### src/rtl/boxhead_pkg.sv
// rtl/boxhead_pkg.sv - shared frame-buffer constants and write-entry types
package boxhead_pkg;
    localparam int SCREEN_W  = 640;
    localparam int SCREEN_H  = 480;
    localparam int FB_ADDR_W = 20;
    localparam int PIX_IDX_W = 19;

    typedef logic [15:0] pixel_t;

    typedef struct packed {
        logic                 bank;
        logic [PIX_IDX_W-1:0] idx;
        pixel_t               data;
    } fb_write_t;
endpackage

### src/rtl/sync_fifo.sv
// rtl/sync_fifo.sv - single-clock FIFO of frame-buffer write entries
module sync_fifo
    import boxhead_pkg::*;
#(
    parameter int WIDTH = $bits(fb_write_t),
    parameter int DEPTH = 16,
    localparam int AW   = $clog2(DEPTH)
) (
    input  logic             clk,
    input  logic             reset,
    input  logic             push,
    input  logic [WIDTH-1:0] push_data,
    input  logic             pop,
    output logic [WIDTH-1:0] head,
    output logic             empty,
    output logic [AW:0]      count
);
    logic [WIDTH-1:0] mem [DEPTH];
    logic [AW-1:0]    wr_ptr;
    logic [AW-1:0]    rd_ptr;

    always_ff @(posedge clk or posedge reset) begin
        if (reset) begin
            wr_ptr <= '0;
            rd_ptr <= '0;
            count  <= '0;
        end else begin
            if (push) wr_ptr <= wr_ptr + 1'b1;
            if (pop)  rd_ptr <= rd_ptr + 1'b1;
            case ({push, pop})
                2'b10:   count <= count + 1'b1;
                2'b01:   count <= count - 1'b1;
                default: count <= count;
            endcase
        end
    end

    // Storage needs no reset; only the pointers define what is valid.
    always_ff @(posedge clk) begin
        if (push) mem[wr_ptr] <= push_data;
    end

    assign head  = mem[rd_ptr];
    assign empty = (count == '0);
endmodule

### src/rtl/fb_write_port.sv
// rtl/fb_write_port.sv - clipped, buffered pixel writes into the back frame buffer
module fb_write_port #(
    parameter int DEPTH    = 16,
    parameter int SCREEN_W = boxhead_pkg::SCREEN_W,
    parameter int SCREEN_H = boxhead_pkg::SCREEN_H
) (
    input  logic        clk,
    input  logic        reset,
    input  logic [9:0]  program_x,
    input  logic [9:0]  program_y,
    input  logic [15:0] program_data,
    input  logic        program_write,
    output logic        program_ready,
    input  logic        current_frame,
    input  logic        write_slot,
    output logic        sram_write_en,
    output logic [19:0] sram_write_addr,
    output logic [15:0] sram_write_data,
    output logic        idle,
    output logic        overflow,
    input  logic        overflow_clear,
    output logic [15:0] clip_count
);
    import boxhead_pkg::*;

    localparam int CW = $clog2(DEPTH) + 1;
    localparam logic [9:0]  W_LIM   = 10'(SCREEN_W);
    localparam logic [9:0]  H_LIM   = 10'(SCREEN_H);
    localparam logic [CW:0] OCC_MAX = (CW+1)'(DEPTH - 2);

    fb_write_t      s1_entry;
    fb_write_t      head;
    fb_write_t      last_head;
    fb_write_t      shown;
    logic           s1_valid;
    logic           fifo_empty;
    logic [CW-1:0]  fifo_count;
    logic [CW:0]    occupancy;
    logic           in_bounds;
    logic           accept;
    logic           drop_clip;
    logic           drop_full;
    logic [PIX_IDX_W-1:0] pix_idx;

    assign in_bounds = (program_x < W_LIM) && (program_y < H_LIM);
    // Row stride of 640 built from shifts: 512 + 128.
    assign pix_idx   = {program_y, 9'b0} + {2'b0, program_y, 7'b0} + {9'b0, program_x};

    // Reserve a slot for the entry that may still be sitting in stage 1.
    assign occupancy     = {1'b0, fifo_count} + {{CW{1'b0}}, s1_valid};
    assign program_ready = (occupancy <= OCC_MAX);

    assign accept    = program_write & in_bounds & program_ready;
    assign drop_clip = program_write & ~in_bounds;
    assign drop_full = program_write & in_bounds & ~program_ready;

    always_ff @(posedge clk or posedge reset) begin
        if (reset) begin
            s1_valid   <= 1'b0;
            s1_entry   <= '0;
            overflow   <= 1'b0;
            clip_count <= '0;
            last_head  <= '0;
        end else begin
            s1_valid <= accept;
            if (accept) begin
                s1_entry <= '{bank: ~current_frame, idx: pix_idx, data: program_data};
            end
            if (drop_clip && clip_count != 16'hFFFF) clip_count <= clip_count + 1'b1;
            if (drop_full)           overflow <= 1'b1;
            else if (overflow_clear) overflow <= 1'b0;
            if (!fifo_empty) last_head <= head;
        end
    end

    sync_fifo #(
        .WIDTH ($bits(fb_write_t)),
        .DEPTH (DEPTH)
    ) u_fifo (
        .clk       (clk),
        .reset     (reset),
        .push      (s1_valid),
        .push_data (s1_entry),
        .pop       (sram_write_en),
        .head      (head),
        .empty     (fifo_empty),
        .count     (fifo_count)
    );

    assign sram_write_en   = write_slot & ~fifo_empty;
    assign shown           = fifo_empty ? last_head : head;
    assign sram_write_addr = {shown.bank, shown.idx};
    assign sram_write_data = shown.data;
    assign idle            = ~s1_valid & fifo_empty;
endmodule

### config.mk
export PLATFORM = sky130hd
export DESIGN_NAME = fb_write_port
export DESIGN_NICKNAME = d
export VERILOG_FILES = /design/src/rtl/boxhead_pkg.sv /design/src/rtl/sync_fifo.sv /design/src/rtl/fb_write_port.sv
export SDC_FILE = /design/constraint.sdc
export NUM_CORES = 1
export LEC_CHECK = 0
export BUFFER_PORTS_ARGS = -buffer_cell sky130_fd_sc_hd__buf_2
export CAP_MARGIN = 10
export CORE_ASPECT_RATIO = 1.1
export CORE_MARGIN = 2
export CORE_UTILIZATION = 42
export CTS_CLUSTER_SIZE = 10
export DETAILED_ROUTE_END_ITERATION = 10
export HOLD_SLACK_MARGIN = 0.02
export PLACE_DENSITY = 0.65
export SYNTH_ARGS = -nofsm -noshare
export SYNTH_HDL_FRONTEND = slang
export SYNTH_HIERARCHICAL = 1
export SYNTH_SLANG_ARGS = --single-unit
### constraint.sdc
create_clock -name clk -period 7.35 [get_ports clk]
set_input_delay 0.735 -clock clk [delete_from_list [all_inputs] [get_ports clk]]
set_output_delay 0.735 -clock clk [all_outputs]
set_load 0.03 [all_outputs]
==> impl_summary.log <==
[metrics] maximum capacitance violations: 0
[metrics] post-CTS setup buffer count: 0
[metrics] HP Class: in -> async
[metrics] achievable frequency: 0.224 GHz
[metrics] share of synthesized registers carrying an async set or reset: 15.2%
[metrics] Fin Hold WS: 210 ps
[metrics] maximum number of buffers from clock root to sink: 3
[metrics] maximum number of pins on one net before global-route repair: 92
[metrics] ANT nets after route: 0
[metrics] kind of cell adding the most delay to the critical path: flip-flops
[metrics] vias in the first global route: 14,100
[metrics] Cell Pwr Density: 411 nW/um2
[metrics] final count of negative-setup-slack endpoints: 0
[metrics] net count after synthesis: 1,381
[metrics] Hold Violations, Final: 0
[metrics] # clock sinks: 679
[metrics] part of the Yosys area used for sequential elements: 74.2%
[metrics] proportion of layout cells with a drive suffix above 1: 30.2%
[metrics] deepest level of the CTS H-tree: 3
[metrics] Die ar.: 65,800 um2
[metrics] aggregate global routing overflow: 0
[metrics] Post-CTS Resized: 0
[metrics] Yosys cell types: 58
[metrics] status: finished, final reports clean
[metrics] final antenna diode count: 0
[metrics] layer with the highest usage: met2
[metrics] DR vias: 13,200
[metrics] CTS Buf Count: 78
[metrics] number of synthesized register bits: 679
[metrics] final worst-path cycle share: 60.8%
[metrics] worst reg2reg path startpoint: u_fifo/count[1]
[metrics] overall routing resource usage: 18.1%
[metrics] Register-to-Register Path Depth: 10
[metrics] CTS clk-pin slew, worst paths: 50 ps
[metrics] critical path depth: 6
[metrics] Final Skew: 23.2 ps
[metrics] setup repair after global routing missed its margin: no
[metrics] Net count, final: 1,522
[metrics] critical path peak fanout: 67
[metrics] utilization after layout: 48.2%
[metrics] I/O pins: 98
[metrics] root buf cell: clkbuf_16
[metrics] netlist area before placement: 26,800 um2
[metrics] clock insertion delay at the later pin of the skew report: 610 ps
[metrics] post-route design area: 30,600 um2
[metrics] area grow syn2layout: 14.0%
[metrics] critical path capture point type: primary output
[metrics] leakage power of the design: 10.6 nW
[metrics] Relative slew margins: 26.1%
[metrics] DRC violation count after routing: 0
[metrics] Yosys Warn Count: 6
[metrics] fill cell instance count of the final layout: 5,209
[metrics] initial drt markers: 1,091
[metrics] clock tree from TritonCTS: done
[metrics] critical path arrival: 3730 ps
[metrics] number of slew-limit violations in the final report: 0
[metrics] overall power consumption: 12.6 mW
[metrics] Crit Path Class: reg -> out
[metrics] transition at the pin with the smallest max-transition slack: 1110 ps
[metrics] number of enable flip-flop cells after synthesis: 576
[metrics] initial antenna violation count: 0
[metrics] total of buffers placed on input and output ports: 97
[metrics] Core ar.: 63,400 um2
[metrics] Critical Path RT: 6610 ps
[metrics] first-pass GRT wire length: 87,700 um
[metrics] WL/cell: 24.7 um
[metrics] setup TNS: 0 ps
[metrics] Area after DPL: 28,300 um2
[metrics] total length of routed wires: 58,000 um
[metrics] sum of buffers and inverters on the critical path: 2
[metrics] delay of the slowest critical-path stage: 1130 ps
[metrics] ordered list of cells on the worst path: buf_4 -> mux4_2 -> a22oi_1 -> nand2_1 -> mux2_2 -> buf_2
[metrics] Global Route met1 Usage: 23.8%
[metrics] CP max-delay cell: dfrtp_4
[metrics] floorplan die width: 245 um
[metrics] routed via count divided by cell count: 5.62
[metrics] GR Util met3: 3.12%
[metrics] DP HPWL: 28,900 um
[metrics] number of rows in the core area: 97
[metrics] Cells after Synth: 1,306
[metrics] post-synthesis area per instance: 20.5 um2
[metrics] initial core utilization: 42.3%
[metrics] GPL Wtd Cong: 0.731
[metrics] nature of the critical path startpoint: flop
[metrics] first-pass iteration count of the detailed router: 5
[metrics] die boundary height: 269 um
[metrics] highest ir drop seen on vdd: 0.000296 V
[metrics] hold_buf cts: 0
[metrics] Tmin final: 4470 ps
[metrics] ys flop type: edfxtp_1
[metrics] Global Route met2 Usage: 31.0%
[metrics] worst setup path startpoint: u_fifo/rd_ptr[1]
==> area by class of cell <==
type / count / area [um2] / area share [%]
clock buffers: 136 / 2230 / 7.31
clock inverters: 6 / 51.3 / 0.168
inverters: 16 / 62.6 / 0.205
multi-input cells: 549 / 6580 / 21.5
flip-flops and latches: 679 / 19900 / 65.1
well taps: 841 / 1050 / 3.44
repair buffers: 123 / 693 / 2.27
==> cells by family after synthesis <==
group	Yosys count	share of synthesized area (%)
AO/OA/AOI/OAI	129	3.53
XOR/XNOR	28	0.915
adder cells (fa/ha/maj)	33	1.60
buffers and inverters	78	1.46
flip-flops	679	74.2
multiplexers	221	15.7
AND/OR/NAND/NOR	138	2.61
==> final timing paths <==
path                                        to  slack [ps]
max                        sram_write_addr[17]        2880
min                           u_fifo/wr_ptr[3]         210
max reg2reg                    u_fifo/count[4]        3490
min reg2reg                       last_head[9]         490
max in group asynchronous         s1_entry[20]        5980
min in group clk                  s1_entry[35]         320
==> power by group <==
part           internal [mW]  switching [mW]  total (mW)  leakage [nW]
combinational           1.50            1.91        3.42          3.04
sequential              5.01           0.649        5.66          6.45
clock                   2.05            1.44        3.49          1.09
total                   8.57            4.00        12.6          10.6
==> per-stage QoR <==
stage,cells,setup WS [ps]
after floorplan,1306,3910
after global placement,2208,3520
after detailed placement,2208,3510
after CTS,2350,2860
after global routing,2350,2720
final,2350,2880
==> layer usage <==
layer  wire length [um]  up-vias
met3               3470       77
met1              24000     7038
met5                  0        -
met4                980        0
met2              29600      452
li1                   -     5638
==> cells in the final DEF (no fill, tap or decap), types with 6 or more instances in the layout <==
master | Yosys | layout
nand2_1 | 53 | 53
buf_2 | 10 | 97
edfxtp_1 | 576 | 576
mux2_4 | 28 | 28
a21oi_1 | 11 | 11
mux4_2 | 144 | 144
inv_1 | 16 | 15
clkbuf_1 | 25 | 55
nor2_1 | 17 | 15
a22oi_1 | 73 | 73
xnor2_1 | 16 | 16
xor2_1 | 12 | 12
and2_2 | 0 | 16
a21o_1 | 6 | 6
mux2_2 | 47 | 47
clkbuf_16 | 0 | 81
dfrtp_1 | 103 | 101
a31oi_1 | 6 | 6
ha_1 | 31 | 31
and3_1 | 6 | 6
buf_4 | 8 | 25
nand4_1 | 7 | 7
o21ai_0 | 7 | 7
nand3_1 | 10 | 10
==> sequential cells by signal (all words and copies together) (netlist names) <==
name	flops
clip_count	16
last_head	36
overflow	1
s1_entry	36
s1_valid	1
u_fifo/count	5
u_fifo/mem	576
u_fifo/rd_ptr	4
u_fifo/wr_ptr	4
==> cell usage after synthesis (all sizes together) (7+ instances only) <==
| cell | number | area, um2 |
|---|---|---|
| nand4 | 7 | 43.8 |
| dfrtp | 103 | 2580 |
| o21ai | 7 | 35.0 |
| nand3 | 10 | 50.1 |
| a21o | 7 | 53.8 |
| edfxtp | 576 | 17300 |
| buf | 37 | 238 |
| clkbuf | 25 | 93.8 |
| nor2 | 17 | 63.8 |
| and2 | 20 | 125 |
| a22oi | 73 | 548 |
| a21oi | 11 | 55.1 |
| xnor2 | 16 | 140 |
| mux4 | 144 | 3240 |
| xor2 | 12 | 105 |
| ha | 31 | 388 |
| nand2 | 53 | 199 |
| inv | 16 | 60.1 |
| mux2 | 75 | 950 |
No activity file was read; power rests on OpenSTA's default activity.
